$ cat src/rtl/adder_slice_sched_if.sv
// Request/response bundle for adder_slice_sched.
// master: requesting datapath side; slave: the scheduler.
interface adder_slice_sched_if #(
   parameter int NREQ   = 2,
   parameter int NSLICE = 4
);
   localparam int W   = 5 * NSLICE;
   localparam int IDW = (NREQ > 1) ? $clog2(NREQ) : 1;

   logic [NREQ-1:0]   req_valid;
   logic [NREQ-1:0]   req_ready;
   logic [NREQ*W-1:0] req_a;
   logic [NREQ*W-1:0] req_b;
   logic [NREQ-1:0]   req_cin;
   logic              rsp_valid;
   logic              rsp_ready;
   logic [IDW-1:0]    rsp_id;
   logic [W-1:0]      rsp_sum;
   logic              rsp_cout;

   modport master (
      output req_valid, req_a, req_b, req_cin, rsp_ready,
      input  req_ready, rsp_valid, rsp_id, rsp_sum, rsp_cout
   );

   modport slave (
      input  req_valid, req_a, req_b, req_cin, rsp_ready,
      output req_ready, rsp_valid, rsp_id, rsp_sum, rsp_cout
   );
endinterface

$ cat src/rtl/adder_slice_sched.sv
// adder_slice_sched: round-robin scheduler that time-shares one external
// 5-bit adder slice. Each accepted W = 5*NSLICE bit addition runs LSB slice
// first over NSLICE cycles with the carry held in a register.
// Optional build macro ADDER_SLICE_ERR_MON_EN adds an exact reference adder,
// a per-response rsp_err flag and a saturating 16-bit err_cnt.
module adder_slice_sched #(
   parameter int NREQ   = 2,
   parameter int NSLICE = 4
) (
   input  logic       clk,
   input  logic       rst_n,
   adder_slice_sched_if.slave bus,
   output logic [4:0] sl_a,
   output logic [4:0] sl_b,
   output logic       sl_cin,
   input  logic [5:0] sl_sum
`ifdef ADDER_SLICE_ERR_MON_EN
   ,
   output logic        rsp_err,
   output logic [15:0] err_cnt
`endif
);
   localparam int W   = 5 * NSLICE;
   localparam int IDW = (NREQ > 1) ? $clog2(NREQ) : 1;
   localparam int IXW = (NSLICE > 1) ? $clog2(NSLICE) : 1;
   localparam int CW  = IDW + 1;

   localparam logic [1:0] IDLE = 2'd0;
   localparam logic [1:0] RUN  = 2'd1;
   localparam logic [1:0] DONE = 2'd2;

   logic [1:0]     state_reg;
   logic [IDW-1:0] rr_ptr_reg;
   logic [IDW-1:0] id_reg;
   logic [IXW-1:0] idx_reg;
   logic [W-1:0]   a_reg;
   logic [W-1:0]   b_reg;
   logic           cin_reg;
   logic [W-1:0]   sum_reg;
   logic           carry_reg;

   logic [NREQ-1:0] grant;
   logic [IDW-1:0]  gnt_id;
   logic            gnt_any;
   logic [CW-1:0]   cand;

   // Per-requester operand views of the packed request buses
   logic [W-1:0] a_arr [NREQ];
   logic [W-1:0] b_arr [NREQ];

   for (genvar gi = 0; gi < NREQ; gi++) begin : g_unpack
      assign a_arr[gi] = bus.req_a[gi*W +: W];
      assign b_arr[gi] = bus.req_b[gi*W +: W];
   end

   // Round-robin search: first valid requester at or above rr_ptr, wrapping
   always_comb begin
      grant   = '0;
      gnt_id  = '0;
      gnt_any = 1'b0;
      cand    = '0;
      for (int k = 0; k < NREQ; k++) begin
         cand = {1'b0, rr_ptr_reg} + CW'(k);
         if (cand >= CW'(NREQ)) begin
            cand = cand - CW'(NREQ);
         end
         if (!gnt_any && bus.req_valid[cand[IDW-1:0]]) begin
            grant[cand[IDW-1:0]] = 1'b1;
            gnt_id               = cand[IDW-1:0];
            gnt_any              = 1'b1;
         end
      end
   end

   // Grants are only offered while idle and out of reset
   assign bus.req_ready = (state_reg == IDLE && rst_n) ? grant : '0;
   assign bus.rsp_valid = (state_reg == DONE);
   assign bus.rsp_id    = id_reg;
   assign bus.rsp_sum   = sum_reg;
   assign bus.rsp_cout  = carry_reg;

   // Slice operands are only live while an operation is running
   always_comb begin
      sl_a   = '0;
      sl_b   = '0;
      sl_cin = 1'b0;
      if (state_reg == RUN) begin
         sl_a   = a_reg[5*idx_reg +: 5];
         sl_b   = b_reg[5*idx_reg +: 5];
         sl_cin = (idx_reg == '0) ? cin_reg : carry_reg;
      end
   end

   // Accept, slice sequencing and response hold
   always_ff @(posedge clk) begin
      if (!rst_n) begin
         state_reg  <= IDLE;
         rr_ptr_reg <= '0;
         id_reg     <= '0;
         idx_reg    <= '0;
         a_reg      <= '0;
         b_reg      <= '0;
         cin_reg    <= 1'b0;
         sum_reg    <= '0;
         carry_reg  <= 1'b0;
      end else begin
         case (state_reg)
            IDLE: begin
               if (gnt_any) begin
                  a_reg      <= a_arr[gnt_id];
                  b_reg      <= b_arr[gnt_id];
                  cin_reg    <= bus.req_cin[gnt_id];
                  id_reg     <= gnt_id;
                  idx_reg    <= '0;
                  rr_ptr_reg <= (gnt_id == IDW'(NREQ-1)) ? '0 : gnt_id + 1'b1;
                  state_reg  <= RUN;
               end
            end
            RUN: begin
               sum_reg[5*idx_reg +: 5] <= sl_sum[4:0];
               carry_reg               <= sl_sum[5];
               idx_reg                 <= idx_reg + 1'b1;
               if (idx_reg == IXW'(NSLICE-1)) begin
                  state_reg <= DONE;
               end
            end
            DONE: begin
               if (bus.rsp_ready) begin
                  state_reg <= IDLE;
               end
            end
            default: state_reg <= IDLE;
         endcase
      end
   end

`ifdef ADDER_SLICE_ERR_MON_EN
   logic [W:0]  exact_sum;
   logic [15:0] err_cnt_reg;

   assign exact_sum = {1'b0, a_reg} + {1'b0, b_reg} + {{W{1'b0}}, cin_reg};
   assign rsp_err   = (state_reg == DONE) && ({carry_reg, sum_reg} != exact_sum);
   assign err_cnt   = err_cnt_reg;

   // Saturating count of erroneous responses, bumped on the handshake
   always_ff @(posedge clk) begin
      if (!rst_n) begin
         err_cnt_reg <= '0;
      end else if (rsp_err && bus.rsp_ready && err_cnt_reg != 16'hFFFF) begin
         err_cnt_reg <= err_cnt_reg + 16'd1;
      end
   end
`endif
endmodule

$ cat src/flat_wrapper.sv
// flat-port wrapper written by rule: the top's interface ports become plain ports
module adder_slice_sched_flat 
#(
   parameter int NREQ   = 2,
   parameter int NSLICE = 4
)
  (clk, rst_n, sl_a, sl_b, sl_cin, sl_sum, bus_req_valid, bus_req_a, bus_req_b, bus_req_cin, bus_rsp_ready, bus_req_ready, bus_rsp_valid, bus_rsp_id, bus_rsp_sum, bus_rsp_cout);
  adder_slice_sched_if #(.NREQ(NREQ), .NSLICE(NSLICE)) bus_i ();
  input  logic clk;
  input  logic rst_n;
  output logic [4:0] sl_a;
  output logic [4:0] sl_b;
  output logic sl_cin;
  input  logic [5:0] sl_sum;
  input wire logic [$bits(bus_i.req_valid)-1:0] bus_req_valid;
  input wire logic [$bits(bus_i.req_a)-1:0] bus_req_a;
  input wire logic [$bits(bus_i.req_b)-1:0] bus_req_b;
  input wire logic [$bits(bus_i.req_cin)-1:0] bus_req_cin;
  input wire logic [$bits(bus_i.rsp_ready)-1:0] bus_rsp_ready;
  output wire logic [$bits(bus_i.req_ready)-1:0] bus_req_ready;
  output wire logic [$bits(bus_i.rsp_valid)-1:0] bus_rsp_valid;
  output wire logic [$bits(bus_i.rsp_id)-1:0] bus_rsp_id;
  output wire logic [$bits(bus_i.rsp_sum)-1:0] bus_rsp_sum;
  output wire logic [$bits(bus_i.rsp_cout)-1:0] bus_rsp_cout;
  assign bus_i.req_valid = bus_req_valid;
  assign bus_i.req_a = bus_req_a;
  assign bus_i.req_b = bus_req_b;
  assign bus_i.req_cin = bus_req_cin;
  assign bus_i.rsp_ready = bus_rsp_ready;
  assign bus_req_ready = bus_i.req_ready;
  assign bus_rsp_valid = bus_i.rsp_valid;
  assign bus_rsp_id = bus_i.rsp_id;
  assign bus_rsp_sum = bus_i.rsp_sum;
  assign bus_rsp_cout = bus_i.rsp_cout;
  adder_slice_sched #(.NREQ(NREQ), .NSLICE(NSLICE)) u_core (.clk(clk), .rst_n(rst_n), .bus(bus_i), .sl_a(sl_a), .sl_b(sl_b), .sl_cin(sl_cin), .sl_sum(sl_sum));
endmodule
$ cat config.mk
export PLATFORM = sky130hd
export DESIGN_NAME = adder_slice_sched_flat
export DESIGN_NICKNAME = d
export VERILOG_FILES = /design/src/rtl/adder_slice_sched_if.sv /design/src/rtl/adder_slice_sched.sv /design/src/flat_wrapper.sv
export SDC_FILE = /design/constraint.sdc
export NUM_CORES = 1
export LEC_CHECK = 0
export CORE_MARGIN = 4
export CORE_UTILIZATION = 40
export CTS_CLUSTER_DIAMETER = 100
export DETAILED_ROUTE_END_ITERATION = 7
export PLACE_DENSITY = 0.76
export SLEW_MARGIN = 10
export SYNTH_ARGS = -nofsm -noshare
export SYNTH_HDL_FRONTEND = slang
export SYNTH_SLANG_ARGS = --single-unit
$ cat constraint.sdc
create_clock -name clk -period 2 [get_ports clk]
set_clock_uncertainty 0.05 [all_clocks]
set_input_delay 0.4 -clock clk [delete_from_list [all_inputs] [get_ports clk]]
set_output_delay 0.4 -clock clk [all_outputs]
set_load 0.02 [all_outputs]
Word-level counts from Yosys, hierarchy flattened
Cells that the tools add are included.
- $add $sub $neg: 6
- multiply operators: 1
- div/mod/pow operators: 0
- magnitude comparators: 8
- equality and inequality tests: 6
- shift operators: 4
- mux-type cells: 37
- bitwise operators: 2
- reductions and logical operators: 11
- operators with widths (kind ; number):
    20-bit two-way mux ; 6
    20-bit by 6-bit variable part select with 5-bit output ; 2
    5-bit negator with 34-bit output ; 1
    5-bit by 34-bit variable shift with 20-bit output, first input constant ; 1
    5-bit by 34-bit variable part select with 20-bit output ; 1
    20-bit bitwise mux ; 1
    1-bit two-way mux ; 17
    2-bit two-way mux ; 7
    5-bit two-way mux ; 2
    1-bit by 2-bit less-than comparator with 1-bit output, second input constant ; 3
    2-bit one-hot mux with 3 select lines ; 1
    3-bit by 2-bit multiplier with 5-bit output, first input constant ; 1
    2-bit == test, second input constant ; 2
    2-bit greater-or-equal comparator, second input constant ; 2
    1-bit logical AND ; 4
    2-bit logical NOT ; 2
    2-bit inequality test, second input constant ; 2
    2-bit one-hot mux with 2 select lines ; 1
    2-bit AND reduction ; 2
    3-bit AND reduction ; 1
    1-bit by 1-bit adder with 2-bit output, second input constant ; 1
    2-bit by 1-bit adder with 2-bit output, second input constant ; 1
    1-bit demux with 1-bit select ; 2
    2-bit by 1-bit == test with 1-bit output, second input constant ; 1
    9 further kinds ; 11
- flip-flop bits (word level): 68
- bits in latches: 0
- memory bits (writable): 0
- memory bits (read-only): 0
- input port bits: 93
- output and inout bits: 36
- word-level logic and storage cells: 84
- memories: 0

Depth between registers and ports, before layout
- depth in word-level cells: 12
- depth in mapped cells: 8

Least setup slack after synthesis
Ideal clock, no wire load.
- kind: reg2out
- from: register u_core.idx_reg[1]
- to: output sl_cin
- arrival time: 1493 ps
- setup slack: 57 ps
- cell stages (with the launch flop): 6
- buffers on the path: 1
- cells stage by stage: dfxtp_1 buf_1 inv_1 ha_1 mux2i_1 nor2_1
- longest elaborated chain between the ends: 3
- RTL lines (item ; line ; text):
    from (decl) ; adder_slice_sched.sv:35 ; logic [IXW-1:0] idx_reg;
    from (signal assigned) ; adder_slice_sched.sv:122 ; idx_reg <= idx_reg + 1'b1;
    2-bit logical NOT ; adder_slice_sched.sv:90 ; sl_cin = (idx_reg == '0) ? cin_reg : carry_reg;
    1-bit two-way mux ; adder_slice_sched.sv:90 ;
    1-bit two-way mux ; adder_slice_sched.sv:87 ; if (state_reg == RUN) begin
    to (decl) ; flat_wrapper.sv:13 ; output logic sl_cin;
No other way between the ends.

Worst setup path in the final report
- from: register u_core.idx_reg[0]
- to: output sl_b[2]
- longest elaborated chain between the ends: 3
- RTL lines (item ; line ; text):
    3-bit by 2-bit multiplier with 5-bit output ; adder_slice_sched.sv:89 ; sl_b = b_reg[5*idx_reg +: 5];
    20-bit by 6-bit variable part select with 5-bit output ; adder_slice_sched.sv:89 ;
    5-bit two-way mux ; adder_slice_sched.sv:87 ;
    to (decl) ; flat_wrapper.sv:12 ; output logic [4:0] sl_b;
No other way between the ends.

==> qor.yml <==
hold_path:
  hp-class: "reg2reg"
cells_and_area:
  diodes: 0
  fin_util_pct: 61.78
  nets: 598
  final_cells: 607
  area_delta_synth_final_pct: 49.07
  seq_area_um2: 1365
  fillCellCount: 710
  drive_gt1_share_pct: 21.31
  stdcell_area_um2: 5127
  multiInputGateArea_um2: 1853
sta:
  hold_violations: 0
  fmax_mhz: 483.8
  rsz0062_at_grt: "yes"
  slew_violations: 0
  setup_slack_ns: -0.06696
  finalSetupViolCount: 10
  worst_hold_slack_ns: 0.4020
  period_minus_slack_ns: 2.067
  worst_slew_pin_slew_ns: 0.4729
  setup_tns_ns: -0.5350
  fin_crit_sh_pct: 103.3
  slew_headroom_pct: 68.47
floorplan:
  fp.dieH_um: 100.7
  die-area_um2: 10150
  core_um2: 8299
  initial_core_util_pct: 41.44
  ioPinCount: 129
  die_x_um: 100.7
  num_rows: 33
worst_setup_path:
  worstPathArrival_ns: 1.62
  critPathCaptureType: "primary output"
  crit_fanout: 5
  critical_path_class: "reg2out"
  worstSetupStartpointType: "flip-flop"
  cp.required_ns: 1.55
logic_synthesis:
  synth_top_area_share_pct: 39.58
  synth_warnings: 0
  ys_ff_latch: 68
  synthCells: 364
  synth-edff-count: 0
  ys.flop_type: "dfxtp_1"
  synth_seq_area_share_pct: 39.58
  synthArstFlopShare_pct: 0
  synth_largest_area_cell: "dfxtp_1"
  synth_area_per_cell_um2: 9.449
  syn_nets: 463
  synthesis.area_um2: 3440
  synth_cell_type_count: 41
  synthTopCellsByArea: "dfxtp_1 (40%), mux4_2 (6.5%), a221o_1 (6.4%)"
clock_tree:
  clock-sinks: 68
  ctsHoldBuffers: 0
  clk_latency_ns: 0.33
  htreeDepth: 3
  cts_tree: "done"
  clockRootBuffer: "clkbuf_8"
  cts_buffers: 9
  clkSlewWorstSetupHoldPaths_ns: 0.07
  clock_tree.buffer_depth: 2
routing:
  wire_per_inst_um: 17.90
  drc: 0
  ant_nets: 0
  vias: 3392
  routed_via_density: 5.588
  totalWireLength_um: 10860
  first_pass_iters: 4
  drt-initial-drc-count: 172
global_routing:
  grt_pass1_wl_um: 17480
  antenna_found_initial: 0
  grt_max_degree: 46
  grt_pass1_vias: 3446
  grt_use_total_pct: 21.67
  overflow: 0
place:
  placedCellCount: 591
  place.gp.congestion: 0.8660
  dp_slack_ns: -0.6181
  dp_hpwl_um: 8059
  io_buffers: 128
  placed_cell_area_um2: 4870
pwr:
  power_frac_seq_pct: 44.3
  power_switching_uw: 894.2
  ir_drop_v: 0.0003415
  p_clk_share_pct: 32.2
  p_int_mw: 2.511
  p_sw_share_pct: 26.26
  combPwrFrac_pct: 23.5
  p_leak_nw: 1.918
  power_density_nw_per_um2: 664.1
  power_mw: 3.405
outcome:
  violations: "negative setup slack"
  status: "finished with violations"
run:
  drv_cap: 0
-- kinds of logic (layout without fill, tap and decap cells) --
| logic type | Yosys count | after routing | synth area share (%) |
|---|---|---|---|
| AO/OA/AOI/OAI | 91 | 91 | 19.43 |
| adder cells (fa/ha/maj) | 6 | 6 | 2.183 |
| AND/OR/NAND/NOR | 147 | 147 | 24.48 |
| buffers and inverters | 41 | 179 | 7.493 |
| multiplexers | 11 | 11 | 6.839 |
| flip-flops | 68 | 68 | 39.58 |
-- layout by cell type, fill, tap and decap left out, drive strengths merged, types with 12 or more instances in the layout --
master         Yosys  layout
nand2             31      31
a221o             22      22
o21ai             19      19
buf               24      46
nor3              23      23
a32oi             15      15
nor2              22      22
clkbuf            13      12
dfxtp             68      68
a31oi             19      19
nand3             38      38
clkdlybuf4s50      0     113
-- critical path: stages (launching register included) --
cell and delay (ns):
dfxtp_4 0.37, buf_6 0.14, mux4_2 0.50, and2_4 0.16, buf_6 0.12
-- cell usage after synthesis, types with 2 or more instances --
master	instances
a21oi_1	8
nand3_1	38
nand2b_1	2
dfxtp_1	68
nor2_1	22
inv_1	3
buf_2	9
nor3_1	4
buf_12	2
nor2b_1	4
a22oi_1	2
a31oi_1	19
clkbuf_1	13
and2_1	11
ha_1	6
nand2_1	31
nand3b_1	4
o211ai_1	2
a32oi_1	15
o21ai_0	19
buf_1	4
buf_4	2
buf_6	7
a221o_1	22
nor3_2	18
mux4_2	10
nand4_1	5
-- routing by layer --
layer	up-vias	GRT usage, %	part of all wire, %
met5	-	0	0
li1	1639	-	-
met2	111	36.15	50
met1	1628	28.37	42
met3	14	3.806	5.7
met4	0	7.047	1.6
-- worst paths after layout --
| path | start | end | slack, ns | depth (start not counted) |
|---|---|---|---|---|
| setup / recovery | u_core.idx_reg[0] | sl_b[2] | -0.07 | 4 |
| hold / removal | u_core.bus.rsp_sum[1] | u_core.bus.rsp_sum[1] | 0.40 | 2 |
| setup reg to reg | u_core.idx_reg[0] | u_core.bus.rsp_sum[13] | 0.15 | 8 |
| hold reg to reg | u_core.bus.rsp_sum[1] | u_core.bus.rsp_sum[1] | 0.40 | 2 |
-- timing repair --
action,4_1_cts,5_1_grt
gates resized for setup,90,5
setup buffers,0,2
pin swaps,10,1
endpoints found under the setup margin,14,19
-- cell type report --
class                           instances  share of cell area, %
Inverter                                4                 0.2928
Tap cell                              105                  2.562
Multi-Input combinational cell        255                  36.14
Timing Repair Buffer                  161                  30.67
Clock buffer                           12                  3.026
Sequential cell                        68                  26.62
Clock inverter                          2                 0.6833
-- power by group through the flow --
stage	logic, mW	clock network, mW	registers (mW)
after floorplan	0.422	0	1.52
after global placement	0.762	0	1.53
after detailed placement	0.773	0	1.53
after CTS	0.797	1.11	1.50
after global routing	0.870	1.18	1.52
final	0.801	1.10	1.51
Power figures use the tool's default switching activity.
==> RTL edit: new RTL, config.mk and constraints unchanged <==
`NSLICE` is set to 4 in 3 places; all go to 8.
--- a/src/rtl/adder_slice_sched_if.sv
+++ b/src/rtl/adder_slice_sched_if.sv
@@ -2,7 +2,7 @@
 // master: requesting datapath side; slave: the scheduler.
 interface adder_slice_sched_if #(
    parameter int NREQ   = 2,
-   parameter int NSLICE = 4
+   parameter int NSLICE = 8
 );
    localparam int W   = 5 * NSLICE;
    localparam int IDW = (NREQ > 1) ? $clog2(NREQ) : 1;
--- a/src/rtl/adder_slice_sched.sv
+++ b/src/rtl/adder_slice_sched.sv
@@ -5,7 +5,7 @@
 // a per-response rsp_err flag and a saturating 16-bit err_cnt.
 module adder_slice_sched #(
    parameter int NREQ   = 2,
-   parameter int NSLICE = 4
+   parameter int NSLICE = 8
 ) (
    input  logic       clk,
    input  logic       rst_n,
--- a/src/flat_wrapper.sv
+++ b/src/flat_wrapper.sv
@@ -2,7 +2,7 @@
 module adder_slice_sched_flat 
 #(
    parameter int NREQ   = 2,
-   parameter int NSLICE = 4
+   parameter int NSLICE = 8
 )
   (clk, rst_n, sl_a, sl_b, sl_cin, sl_sum, bus_req_valid, bus_req_a, bus_req_b, bus_req_cin, bus_rsp_ready, bus_req_ready, bus_rsp_valid, bus_rsp_id, bus_rsp_sum, bus_rsp_cout);
   adder_slice_sched_if #(.NREQ(NREQ), .NSLICE(NSLICE)) bus_i ();
Interface: changed (resized bus_req_a, bus_req_b and bus_rsp_sum); port bits go from 129 to 229. No check against the original RTL was run, so the function may have changed too.
==> RTL edit against the unedited design <==
  * The flow still finishes with violations (setup timing)
  * Cell area is 96% higher
  * Worst setup slack got worse by 0.17 ns
  * Clock power increased to 2.6 times the old value
  * Critical path type unchanged
  * Sequential power rose by 87%
  * Total power rose by 110%
  * Area after synthesis grew 90%
  * Routed wire length up 110%
  * Highest routed layer is now met5
  * Sequential cell count increased by 61
==> RTL edit: results (changes against the unedited design) <==
[metrics] htree depth: 4 (was 3)
[metrics] Max-slew headroom: 0.399 (was 0.685)
[metrics] Max rail drop VDD: 612 uV (was 341 uV)
[metrics] fraction of layout instances using a drive strength above 1: 0.183 (was 0.213)
[metrics] Largest delay share family, worst path: buffers and inverters (was multiplexers)
[metrics] cell leakage power: 3.62 nW (was 1.92 nW)
[metrics] sequential-to-total area share from yosys stat: 0.395 (was 0.396)
[metrics] count of buffers inserted at the top-level ports: 228 (was 128)
[metrics] combined area of the multi-input logic cells: 0.00374 mm^2 (was 0.00185 mm^2)
[metrics] violated checks: setup timing (unchanged)
[metrics] net count reported at finish: 1176 (was 598)
[metrics] routability cong.: 0.833 (was 0.866)
[metrics] buffer cell driving the clock tree root: clkbuf_16 (was clkbuf_8)
[metrics] drt first-iter violations: 428 (was 172)
[metrics] outcome: complete, but fails checks (unchanged)
[metrics] mean instance size in the synthesized netlist: 8.43 um^2 (was 9.45 um^2)
[metrics] slack of the critical path: -0.238 ns (was -0.0670 ns)
[metrics] top cell types by occurrence after synthesis: 167 x nand3_1, 129 x dfxtp_1, 81 x a31oi_1 (was 68 x dfxtp_1, 38 x nand3_1, 31 x nand2_1)
[metrics] count of filler cells inserted in the layout: 1356 (was 710)
[metrics] total global routing track utilization: 0.237 (was 0.217)
[metrics] drt total wl: 22700 um (was 10900 um)
[metrics] Synthesized Nets: 954 (was 463)
[metrics] Synth area leaders: dfxtp_1 40%, nand3_1 13%, mux2i_1 7.8%, a31oi_1 7.8%, o21ai_0 5.9% (was dfxtp_1 40%, mux4_2 6.5%, a221o_1 6.4%, nand3_1 5.5%, nor3_2 5.2%)
[metrics] endpoints failing setup: 11 (was 10)
[metrics] arrival time of the worst setup path: 1.79 ns (was 1.62 ns)
[metrics] Worst Path Max Fanout: 12 (was 5)
## RTL edit: repair_timing
item                                    CTS  global route
pin swaps                                 3            10
buffers inserted                          9             6
hold endpoints to repair                  0             0
gates cloned                              1             0
endpoints found under the setup margin   38           106
resized for setup                        75            60
## RTL edit: where the power goes
part           total, mW  switching (mW)  internal [mW]  leakage (nW)
registers           2.83           0.103           2.73          1.06
logic               1.46           0.701          0.754          2.30
clock network       2.83            1.09           1.74         0.261
## RTL edit: worst paths after layout
check | startpoint | endpoint | slack, ns | cells after the start
max | u_core.idx_reg[1]$_SDFFE_PN0P_ | sl_b[1] | -0.24 | 6
min | u_core.bus.rsp_sum[23]$_SDFFE_PN0P_ | u_core.bus.rsp_sum[23]$_SDFFE_PN0P_ | 0.41 | 2
max reg2reg | u_core.idx_reg[1]$_SDFFE_PN0P_ | u_core.bus.rsp_sum[4]$_SDFFE_PN0P_ | 0.06 | 7
min reg2reg | u_core.bus.rsp_sum[23]$_SDFFE_PN0P_ | u_core.bus.rsp_sum[23]$_SDFFE_PN0P_ | 0.41 | 2
## RTL edit: worst min-delay path: stages, from the launching register on
cell and delay [ns]:
dfxtp_1 0.31, nand2_1 0.05, mux2i_1 0.05
## RTL edit: per-layer routing
layer / global-route usage / routed length, um
met5: 0 / 7
met4: 0.0745 / 535
met3: 0.0713 / 2090
met2: 0.389 / 10900
met1: 0.299 / 9120
## RTL edit: layout make-up
cell class	instances	share of cell area
inverter	5	0.00224
clock inverter	7	0.00623
timing repair buffer	291	0.288
tap	216	0.0269
multi-input combinational	553	0.373
sequential	129	0.258
clock buffer	22	0.0462
## RTL edit: logic make-up after synthesis
family / share of synthesized area
and+or+nand+nor: 0.209
AOI/OAI and AO/OA: 0.188
DFF: 0.395
buffers and inverters: 0.0749
muxes: 0.121
adders and majority gates: 0.0115
